--- src/rtl/bisr_job_scheduler_pkg.sv ---
// Shared state encoding and fault-map helpers for the BISR job scheduler.
// The column check assumes the per-PE bit index is col*rows+row.
package bisr_sched_pkg;

    typedef enum logic [2:0] {
        IDLE     = 3'd0,
        C_LAUNCH = 3'd1,
        C_BUSY   = 3'd2,
        C_RUN    = 3'd3,
        T_LAUNCH = 3'd4,
        T_WAIT   = 3'd5,
        T_EVAL   = 3'd6,
        ERROR    = 3'd7
    } sched_state_e;

    localparam int DEF_ROWS    = 4;
    localparam int DEF_COLS    = 4;
    localparam int MAX_PE      = 64;
    localparam int FAULT_CNT_W = $clog2(DEF_ROWS * DEF_COLS + 1);

    // One spare proxy per column: two or more failing PEs in a column cannot be repaired.
    function automatic logic col_multi_fault(input logic [MAX_PE-1:0] map,
                                             input int rows, input int cols);
        logic multi;
        int   cnt;
        multi = 1'b0;
        for (int c = 0; c < cols; c++) begin
            cnt = 0;
            for (int r = 0; r < rows; r++) begin
                cnt = cnt + int'(map[c * rows + r]);
            end
            if (cnt > 1) begin
                multi = 1'b1;
            end else begin
                multi = multi;
            end
        end
        return multi;
    endfunction

endpackage

--- src/rtl/bisr_job_scheduler_fault_map_eval.sv ---
// Combinational fault-map evaluation: popcount of failing PEs and the
// per-column repairability check. The parent registers the results.
module fault_map_eval
    import bisr_sched_pkg::*;
#(
    parameter int ROWS = 4,
    parameter int COLS = 4,
    parameter int FCW  = $clog2(ROWS * COLS + 1)
) (
    input  logic [ROWS*COLS-1:0] fault_map,
    output logic [FCW-1:0]       fault_count,
    output logic                 unrepairable
);

    logic [FCW-1:0] count_s;

    // Population count of the failing-PE bits.
    always_comb begin
        count_s = {FCW{1'b0}};
        for (int i = 0; i < ROWS * COLS; i++) begin
            count_s = count_s + FCW'(fault_map[i]);
        end
    end

    assign fault_count  = count_s;
    assign unrepairable = col_multi_fault(MAX_PE'(fault_map), ROWS, COLS);

endmodule

--- src/rtl/bisr_job_scheduler.sv ---
// Sequences matmul jobs into the systolic top, interleaves stop-the-world
// self-test passes, accumulates the PE fault map and keeps proxy repair enabled.
module bisr_job_scheduler
    import bisr_sched_pkg::*;
#(
    parameter int ROWS          = 4,
    parameter int COLS          = 4,
    parameter int TEST_INTERVAL = 8,
    parameter int TIMEOUT       = 1024,
    parameter int CNT_W         = 16
) (
    input  logic                             clk,
    input  logic                             rst,
    input  logic                             job_req,
    output logic                             job_ack,
    output logic                             job_done,
    input  logic                             force_test,
    input  logic                             clear_err,
    input  logic                             fsm_rdy,
    input  logic                             STW_complete,
    input  logic [ROWS*COLS-1:0]             STW_result_mat,
    output logic                             start_fsm,
    output logic                             bisr_en,
    output logic [ROWS*COLS-1:0]             fault_map,
    output logic [$clog2(ROWS*COLS+1)-1:0]   fault_count,
    output logic                             unrepairable,
    output logic                             timeout_err,
    output logic                             busy
);

    localparam int NPE = ROWS * COLS;
    localparam int FCW = $clog2(NPE + 1);

    sched_state_e   state_r, state_next_s;
    logic [CNT_W-1:0] tmo_r, job_cnt_r;
    logic           test_pending_r;
    logic [NPE-1:0] cap_r, fault_map_r, merged_s;
    logic [FCW-1:0] fault_count_r, eval_count_s, count_next_s;
    logic           unrep_r, eval_unrep_s, timeout_err_r;
    logic           bisr_en_r, start_r, ack_r, done_r, busy_r;
    logic           start_s, ack_s, done_s, tmo_hit_s;
    logic           tmo_expired_s, counting_s, interval_hit_s, test_path_s, err_clear_s;

    assign merged_s       = fault_map_r | cap_r;
    assign tmo_expired_s  = (tmo_r == CNT_W'(TIMEOUT - 1));
    assign counting_s     = (state_r == C_LAUNCH) || (state_r == C_BUSY) || (state_r == C_RUN) ||
                            (state_r == T_LAUNCH) || (state_r == T_WAIT);
    assign interval_hit_s = done_s && (job_cnt_r == CNT_W'(TEST_INTERVAL - 1));
    assign test_path_s    = (state_next_s == T_LAUNCH) || (state_next_s == T_WAIT) ||
                            (state_next_s == T_EVAL);
    assign count_next_s   = (state_r == T_EVAL) ? eval_count_s : fault_count_r;
    assign err_clear_s    = (state_r == ERROR) && clear_err;

    fault_map_eval #(
        .ROWS (ROWS),
        .COLS (COLS),
        .FCW  (FCW)
    ) u_eval (
        .fault_map    (merged_s),
        .fault_count  (eval_count_s),
        .unrepairable (eval_unrep_s)
    );

    // Next-state decode with launch, done and timeout events.
    always_comb begin
        state_next_s = state_r;
        start_s      = 1'b0;
        ack_s        = 1'b0;
        done_s       = 1'b0;
        tmo_hit_s    = 1'b0;
        case (state_r)
            IDLE: begin
                if (test_pending_r) begin
                    state_next_s = T_LAUNCH;
                end else if (job_req) begin
                    state_next_s = C_LAUNCH;
                end else begin
                    state_next_s = IDLE;
                end
            end
            C_LAUNCH: begin
                if (fsm_rdy) begin
                    state_next_s = C_BUSY;
                    start_s      = 1'b1;
                    ack_s        = 1'b1;
                end else if (tmo_expired_s) begin
                    state_next_s = ERROR;
                    tmo_hit_s    = 1'b1;
                end else begin
                    state_next_s = C_LAUNCH;
                end
            end
            C_BUSY: begin
                if (!fsm_rdy) begin
                    state_next_s = C_RUN;
                end else if (tmo_expired_s) begin
                    state_next_s = ERROR;
                    tmo_hit_s    = 1'b1;
                end else begin
                    state_next_s = C_BUSY;
                end
            end
            C_RUN: begin
                if (fsm_rdy) begin
                    state_next_s = IDLE;
                    done_s       = 1'b1;
                end else if (tmo_expired_s) begin
                    state_next_s = ERROR;
                    tmo_hit_s    = 1'b1;
                end else begin
                    state_next_s = C_RUN;
                end
            end
            T_LAUNCH: begin
                if (fsm_rdy) begin
                    state_next_s = T_WAIT;
                    start_s      = 1'b1;
                end else if (tmo_expired_s) begin
                    state_next_s = ERROR;
                    tmo_hit_s    = 1'b1;
                end else begin
                    state_next_s = T_LAUNCH;
                end
            end
            T_WAIT: begin
                if (STW_complete) begin
                    state_next_s = T_EVAL;
                end else if (tmo_expired_s) begin
                    state_next_s = ERROR;
                    tmo_hit_s    = 1'b1;
                end else begin
                    state_next_s = T_WAIT;
                end
            end
            T_EVAL: begin
                if (eval_unrep_s) begin
                    state_next_s = ERROR;
                end else begin
                    state_next_s = IDLE;
                end
            end
            ERROR: begin
                if (clear_err) begin
                    state_next_s = IDLE;
                end else begin
                    state_next_s = ERROR;
                end
            end
            default: begin
                state_next_s = IDLE;
            end
        endcase
    end

    // State register; the timeout counter restarts on every state entry.
    always_ff @(posedge clk or negedge rst) begin
        if (!rst) begin
            state_r <= IDLE;
            tmo_r   <= {CNT_W{1'b0}};
        end else begin
            state_r <= state_next_s;
            if (state_next_s != state_r) begin
                tmo_r <= {CNT_W{1'b0}};
            end else if (counting_s) begin
                tmo_r <= tmo_r + CNT_W'(1);
            end else begin
                tmo_r <= tmo_r;
            end
        end
    end

    // Job counter and pending self-test request; a fresh force_test outranks the T_EVAL clear.
    always_ff @(posedge clk or negedge rst) begin
        if (!rst) begin
            job_cnt_r      <= {CNT_W{1'b0}};
            test_pending_r <= 1'b1;
        end else begin
            if (interval_hit_s) begin
                job_cnt_r <= {CNT_W{1'b0}};
            end else if (done_s) begin
                job_cnt_r <= job_cnt_r + CNT_W'(1);
            end else begin
                job_cnt_r <= job_cnt_r;
            end
            if (force_test || interval_hit_s) begin
                test_pending_r <= 1'b1;
            end else if (state_r == T_EVAL) begin
                test_pending_r <= 1'b0;
            end else begin
                test_pending_r <= test_pending_r;
            end
        end
    end

    // Self-test capture and the permanent fault map with its evaluated status.
    always_ff @(posedge clk or negedge rst) begin
        if (!rst) begin
            cap_r         <= {NPE{1'b0}};
            fault_map_r   <= {NPE{1'b0}};
            fault_count_r <= {FCW{1'b0}};
            unrep_r       <= 1'b0;
            timeout_err_r <= 1'b0;
        end else begin
            if ((state_r == T_WAIT) && STW_complete) begin
                cap_r <= STW_result_mat;
            end else begin
                cap_r <= cap_r;
            end
            if (state_r == T_EVAL) begin
                fault_map_r   <= merged_s;
                fault_count_r <= eval_count_s;
                unrep_r       <= eval_unrep_s;
            end else if (err_clear_s) begin
                unrep_r <= 1'b0;
            end else begin
                unrep_r <= unrep_r;
            end
            if (tmo_hit_s) begin
                timeout_err_r <= 1'b1;
            end else if (err_clear_s) begin
                timeout_err_r <= 1'b0;
            end else begin
                timeout_err_r <= timeout_err_r;
            end
        end
    end

    // Registered handshake pulses, busy flag and repair enable.
    always_ff @(posedge clk or negedge rst) begin
        if (!rst) begin
            start_r   <= 1'b0;
            ack_r     <= 1'b0;
            done_r    <= 1'b0;
            busy_r    <= 1'b0;
            bisr_en_r <= 1'b0;
        end else begin
            start_r   <= start_s;
            ack_r     <= ack_s;
            done_r    <= done_s;
            busy_r    <= (state_next_s != IDLE);
            bisr_en_r <= test_path_s || (count_next_s != {FCW{1'b0}});
        end
    end

    assign start_fsm    = start_r;
    assign job_ack      = ack_r;
    assign job_done     = done_r;
    assign busy         = busy_r;
    assign bisr_en      = bisr_en_r;
    assign fault_map    = fault_map_r;
    assign fault_count  = fault_count_r;
    assign unrepairable = unrep_r;
    assign timeout_err  = timeout_err_r;

endmodule

--- config.mk ---
export PLATFORM = sky130hd
export DESIGN_NAME = bisr_job_scheduler
export DESIGN_NICKNAME = d
export VERILOG_FILES = /design/src/rtl/bisr_job_scheduler_pkg.sv /design/src/rtl/bisr_job_scheduler_fault_map_eval.sv /design/src/rtl/bisr_job_scheduler.sv
export SDC_FILE = /design/constraint.sdc
export NUM_CORES = 1
export LEC_CHECK = 0
export ABC_CLOCK_PERIOD_IN_PS = 5900
export CAP_MARGIN = 20
export CORE_MARGIN = 1
export CORE_UTILIZATION = 35
export DETAILED_ROUTE_END_ITERATION = 12
export RECOVER_POWER = 50
export SYNTH_ARGS = -nofsm -noshare
export SYNTH_HDL_FRONTEND = slang
export SYNTH_SLANG_ARGS = --single-unit
--- constraint.sdc ---
create_clock -name clk -period 5.9 [get_ports clk]
set_clock_uncertainty 0.05 [all_clocks]
set_input_delay 1.18 -clock clk [delete_from_list [all_inputs] [get_ports clk]]
set_output_delay 1.18 -clock clk [all_outputs]
set_load 0.02 [all_outputs]
==> flow_summary.toml, run 1 <==
[routing]
post_drt_wl_per_cell_um = 14.9
route.detailed.drc = 4
dr.pass1.iters = 8
drt-vias-per-instance = 5.08
highest_layer = "met4"
ant_nets = 0
drt_iter0_markers = 100
wl_um = 8700
met1_length_um = 4100
wl_met3_um = 303
met2_length_um = 4140
via_count = 2974

[die]
die_h_um = 112
dieWidth_um = 112
floorplan.initialDensity_pct = 36.6
row_count = 39
dieArea_um2 = 12600
core_um2 = 11600
pin_count = 51

[clock_tree]
post-cts-setup-buffers = 0
clock_sinks = 80
cts_buffer_depth = 2
clk_latency_ns = 0.34
cts_buffers = 9
cts_hold_buf = 0
cts_resized = 0
clkTransAtPathRegs_ns = 0.06
root_buffer = "clkbuf_16"
cts_tree = "built"
cts_max_level = 3

[power]
power_frac_comb_pct = 51.8
p_total_mw = 2.97
power.internal_mw = 1.74
switching_share_pct = 41.4
worst_ir_drop_vdd_mv = 0.227
clkPwrFrac_pct = 18.6
powerDensity_nw_per_um2 = 576
p_leak_nw = 2.22
seq_power_share_pct = 29.6
switchingPower_mw = 1.23

[critical_path]
rrSetupSlack_ns = 0.86
reg2reg_depth = 17
r2r-end = "bisr_en"
path_max_fanout = 3
arrival_ns = 5.20
cp.required_ns = 6.06
cp-start-kind = "flip-flop"
r2r-start = "cap_r[1]"
critPathCaptureType = "flip-flop"
criticalPathCategory = "flip-flop to flip-flop"

[hold_path]
min_to = "fault_map[15]"
hp-start = "fault_map[15]"
hold_depth = 1
hp-class = "flip-flop to flip-flop"

[job]
max-cap-violations = 1

[timing]
timing.slew.headroom_pct = -106
tightest_slew_ns = 3.09
timing.final.crit_share_pct = 85.4
max_freq_mhz = 199
timing.final.hold_violations = 0
whs_ns = 0.428
tns_ns = 0
finalCriticalPeriod_ns = 5.04
slew_violations = 59
rsz0062_at_grt = "no"
setup_violations = 0

[synthesis]
synth_top_area_cell = "dfrtp_1"
yosys.area_share.adder_pct = 8.83
synth_ff_type = "dfrtp_1"
synth_compound_gate_area_share_pct = 9.04
synth-xor-area-share_pct = 6.60
synth_top_area_share_pct = 46.5
post-synth-top-count-cell = "dfrtp_1"
ys_ff_latch = 80
synth_nets = 432
synth_area_um2 = 4250
yosys.cell_types.count = 55
synth_edf_count = 0
syn_avg_cell_area_um2 = 11.0
async_flop_share_pct = 100
yosys-top-cells-count = "dfrtp_1 (79), nand2_1 (31), inv_1 (26)"
synthesis.instances = 385
synth_top_cells_by_area = "dfrtp_1 (47%), fa_1 (4.7%), mux2_2 (4.2%)"
synth_mux_area_share_pct = 4.71
yosysSeqAreaShare_pct = 47.1
synth_top_family_by_area = "simple AND/OR/NAND/NOR gates"
synth-simple-area-share_pct = 19.6
yosysWarningCount = 0

[layout]
drive_gt1_share_pct = 14.7
finalNonFillerCells = 585
fill_cells = 1107
diodes = 0
syn_to_final_growth_pct = 21.4
nets = 484

[global_routing]
grt_pass1_wl_um = 14900
antenna_found_initial = 0
grt_pass1_vias = 3049
grt_max_degree = 81
grt_usage_pct = 15.1
grt_overflow = 0

[placed_design]
post-dp-hpwl_um = 6270
port_buffers = 50
globalplace.congestion = 0.806
place_inst = 568

[status]
violations = "DRC, capacitance limit, slew limit"
status = "finished, violations left"
-- power groups by stage --
stage	clock network, mW	registers (mW)	logic (mW)
5_1_grt	0.596	0.910	1.74
2_1_floorplan	0	0.926	1.09
3_3_place_gp	0	0.880	1.51
4_1_cts	0.569	0.879	1.56
3_5_place_dp	0	0.888	1.55
6_report	0.553	0.879	1.54
-- final cells by class --
type | instances | area [um2] | share of cell area [%]
timing repair buffer | 53 | 509 | 9.87
sequential | 80 | 2000 | 38.8
multi-input combinational | 267 | 2070 | 40.2
clock inverter | 7 | 72.6 | 1.41
inverter | 26 | 97.6 | 1.89
clock buffer | 9 | 225 | 4.37
tap | 143 | 179 | 3.47
-- worst max-delay path by stage --
stage | start | endpoint | slack, ns | cells after the start
finish | cap_r[1] | bisr_en | 0.86 | 17
global placement | cap_r[1] | bisr_en | 0.94 | 17
global route | rst | cap_r[3] | 0.37 | 2
detailed placement | cap_r[1] | bisr_en | 0.88 | 17
CTS | cap_r[1] | bisr_en | 0.84 | 17
floorplan | fault_map[0] | bisr_en | 0.98 | 17
-- through the flow --
step | utilization [%] | setup slack (ns) | instance area [um2]
2_1_floorplan | - | 0.979 | 4250
3_3_place_gp | 41.9 | 0.941 | 4860
3_5_place_dp | 41.9 | 0.876 | 4860
4_1_cts | 44.5 | 0.843 | 5160
5_1_grt | 44.4 | 0.374 | 5160
6_report | 44.4 | 0.863 | 5160
-- flip-flops by register name, summed over array words and instances, names as in the netlist, 3 cells and up --
signal,count
cap_r,16
job_cnt_r,16
tmo_r,16
state_r,3
fault_map,16
fault_count,5
-- routing by layer --
metal	GRT usage [%]	vias up
met4	5.69	0
met3	3.35	13
met1	20.3	1467
met2	23.9	38
li1	-	1456
met5	0	-
-- worst max-delay path, cell delays in order, from the launching register on --
cell and delay, ns:
dfrtp_1 0.39, or2_2 0.30, ha_1 0.31, inv_1 0.06, fa_1 0.51, inv_1 0.06, fa_1 0.47, fa_1 0.49
inv_1 0.05, fa_1 0.47, inv_1 0.04, fa_1 0.37, inv_1 0.08, fa_1 0.20, xor2_1 0.14, o21ai_0 0.10
or4_1 0.52, or3_1 0.30
-- logic make-up after synthesis --
logic type	after synthesis
muxes	18
AOI/OAI and AO/OA	54
adders and majority gates	24
buffers and inverters	38
and+or+nand+nor	139
DFF	80
xor gates and xnor gates	32
-- placed cells by master, fill, tap and decap left out, types with 8 or more instances in the layout --
| cell | netlist | routed |
|---|---|---|
| nor2_1 | 17 | 17 |
| nor4_2 | 9 | 9 |
| nand2_1 | 31 | 31 |
| or2_2 | 12 | 12 |
| nor3_1 | 12 | 12 |
| ha_1 | 14 | 14 |
| a21o_1 | 19 | 19 |
| nor4_1 | 11 | 11 |
| fa_1 | 10 | 10 |
| mux2_2 | 16 | 16 |
| dfrtp_1 | 79 | 79 |
| clkdlybuf4s50_1 | 0 | 49 |
| nand3_1 | 8 | 8 |
| xnor2_1 | 17 | 17 |
| clkbuf_16 | 0 | 9 |
| inv_1 | 26 | 26 |
| xor2_1 | 15 | 15 |
| o21ai_0 | 15 | 15 |
Power figures use the tool's default switching activity.
==> inputs of run 2 (changes only) <==
- CORE_MARGIN: 1 -> 1.5
- SLEW_MARGIN: not set -> 0
==> run 2 against run 1 <==
  * The flow finishes with violations (capacitance limit, slew limit)
  * Power up 2.4%
  * Cell area up 0.65%
  * Die area up 1.8%
  * Critical path type unchanged
  * Critical endpoint unchanged
  * Largest power group unchanged
==> flow_summary.toml, run 2 (synthesis gave the netlist of run 1 again) <==
[status]
status = "finished, violations left"
violations = "capacitance limit, slew limit"

[hold_path]
hold_depth = 1
hp-class = "flip-flop to flip-flop"
hp-start = "fault_map[6]"
min_to = "fault_map[6]"

[die]
die_h_um = 113
floorplan.initialDensity_pct = 35.7
core_um2 = 11900
dieWidth_um = 113
row_count = 40
dieArea_um2 = 12800
pin_count = 51

[layout]
nets = 484
layout_common_cells = "dfrtp_1 (79), clkdlybuf4s50_1 (49), nand2_1 (31), inv_1 (26), a21o_1 (19)"
drive_gt1_share_pct = 14.7
finish.instance_area_um2 = 5190
finalNonFillerCells = 589
fill_cells = 1154
diodes = 0
syn_to_final_growth_pct = 22.2
mostFrequentLayoutCell = "dfrtp_1"

[critical_path]
path_max_fanout = 3
cp.required_ns = 6.06
cp-start-kind = "flip-flop"
r2r-start = "cap_r[0]"
r2r-end = "bisr_en"
reg2reg_depth = 17
arrival_ns = 5.24
critPathCaptureType = "flip-flop"
rrSetupSlack_ns = 0.82
criticalPathCategory = "flip-flop to flip-flop"

[timing]
tightest_slew_ns = 3.30
timing.final.hold_violations = 0
timing.slew.headroom_pct = -120
tns_ns = 0
finalCriticalPeriod_ns = 5.08
slew_violations = 73
timing.final.crit_share_pct = 86.1
max_freq_mhz = 197
rsz0062_at_grt = "no"
setup_violations = 0

[clock_tree]
clk_latency_ns = 0.34
cts_hold_buf = 0
cts_resized = 0
clkTransAtPathRegs_ns = 0.06
cts_max_level = 3
clock_sinks = 80
root_buffer = "clkbuf_16"
cts_tree = "built"
cts_buffer_depth = 2
post-cts-setup-buffers = 0
cts_buffers = 9

[routing]
wl_um = 8780
route.detailed.drc = 0
drt_iter0_markers = 129
drt-vias-per-instance = 5.05
via_count = 2972
dr.pass1.iters = 6
ant_nets = 0
post_drt_wl_per_cell_um = 14.9

[placed_design]
post-dp-hpwl_um = 6120
place_area_um2 = 4870
place_inst = 572
globalplace.congestion = 0.816
port_buffers = 50

[global_routing]
grt_usage_pct = 14.5
grt_pass1_vias = 2950
grt_max_degree = 81
grt_overflow = 0
grt_pass1_wl_um = 14600
antenna_found_initial = 0

[power]
powerDensity_nw_per_um2 = 586
worst_ir_drop_vdd_mv = 0.222
p_leak_nw = 2.23

[job]
max-cap-violations = 1
run 2: cell count changes in the layout (fill, tap and decap cells not counted):
cell	before	now
clkinvlp_4	2	1
clkinv_4	2	1
clkbuf_1	3	2
bufinv_16	1	2
inv_6	0	1
clkdlybuf4s25_1	0	1
run 2: where the power goes:
group / switching [mW] / internal (mW) / leakage [nW] / total [mW]
logic: 0.858 / 0.706 / 1.10 / 1.56
registers: 0.162 / 0.718 / 0.980 / 0.879
clock network: 0.227 / 0.371 / 0.156 / 0.598
run 2: cell type report:
type,instances,area (um2),area share (%)
timing repair buffer,53,515,9.93
sequential,80,2000,38.6
tap,147,184,3.54
multi-input combinational,267,2070,39.9
inverter,26,97.6,1.88
clock inverter,7,95.1,1.83
clock buffer,9,225,4.34
run 2: metrics by stage:
step	utilization, %	hold WS [ns]	total power, mW	worst slack, ns
floorplan	-	0.396	2.01	0.979
global placement	40.9	0.402	2.39	0.941
detailed placement	40.9	0.411	2.47	0.808
CTS	43.6	0.429	3.08	0.775
global route	43.6	0.448	3.30	0.431
finish	43.6	0.424	3.04	0.819
run 2: worst max-delay path by stage:
| stage | cells past startpoint | slack, ns | end | start |
|---|---|---|---|---|
| 3_3_place_gp | 17 | 0.94 | bisr_en | cap_r[1] |
| 5_1_grt | 2 | 0.43 | tmo_r[0] | rst |
| 4_1_cts | 17 | 0.77 | bisr_en | cap_r[0] |
| 3_5_place_dp | 17 | 0.81 | bisr_en | cap_r[0] |
| 2_1_floorplan | 17 | 0.98 | bisr_en | fault_map[0] |
| 6_report | 17 | 0.82 | bisr_en | cap_r[0] |
run 2: worst max-delay path: stages, from the launching register on:
cell,delay [ns]
dfrtp_1,0.39
or2_2,0.30
ha_1,0.32
inv_1,0.06
fa_1,0.51
inv_1,0.06
fa_1,0.47
fa_1,0.51
inv_1,0.05
fa_1,0.47
inv_1,0.05
fa_1,0.38
inv_1,0.08
fa_1,0.20
xor2_1,0.14
o21ai_0,0.10
or4_1,0.51
or3_1,0.31
run 2: layer usage:
metal  vias to the layer above  global-route usage (%)  part of all wire (%)
met5                         -                       0                     0
met4                         0                    4.75                   1.2
met3                        10                    3.70                   3.7
met2                        41                    23.3                    49
met1                      1469                    19.2                    46
li1                       1452                       -                     -
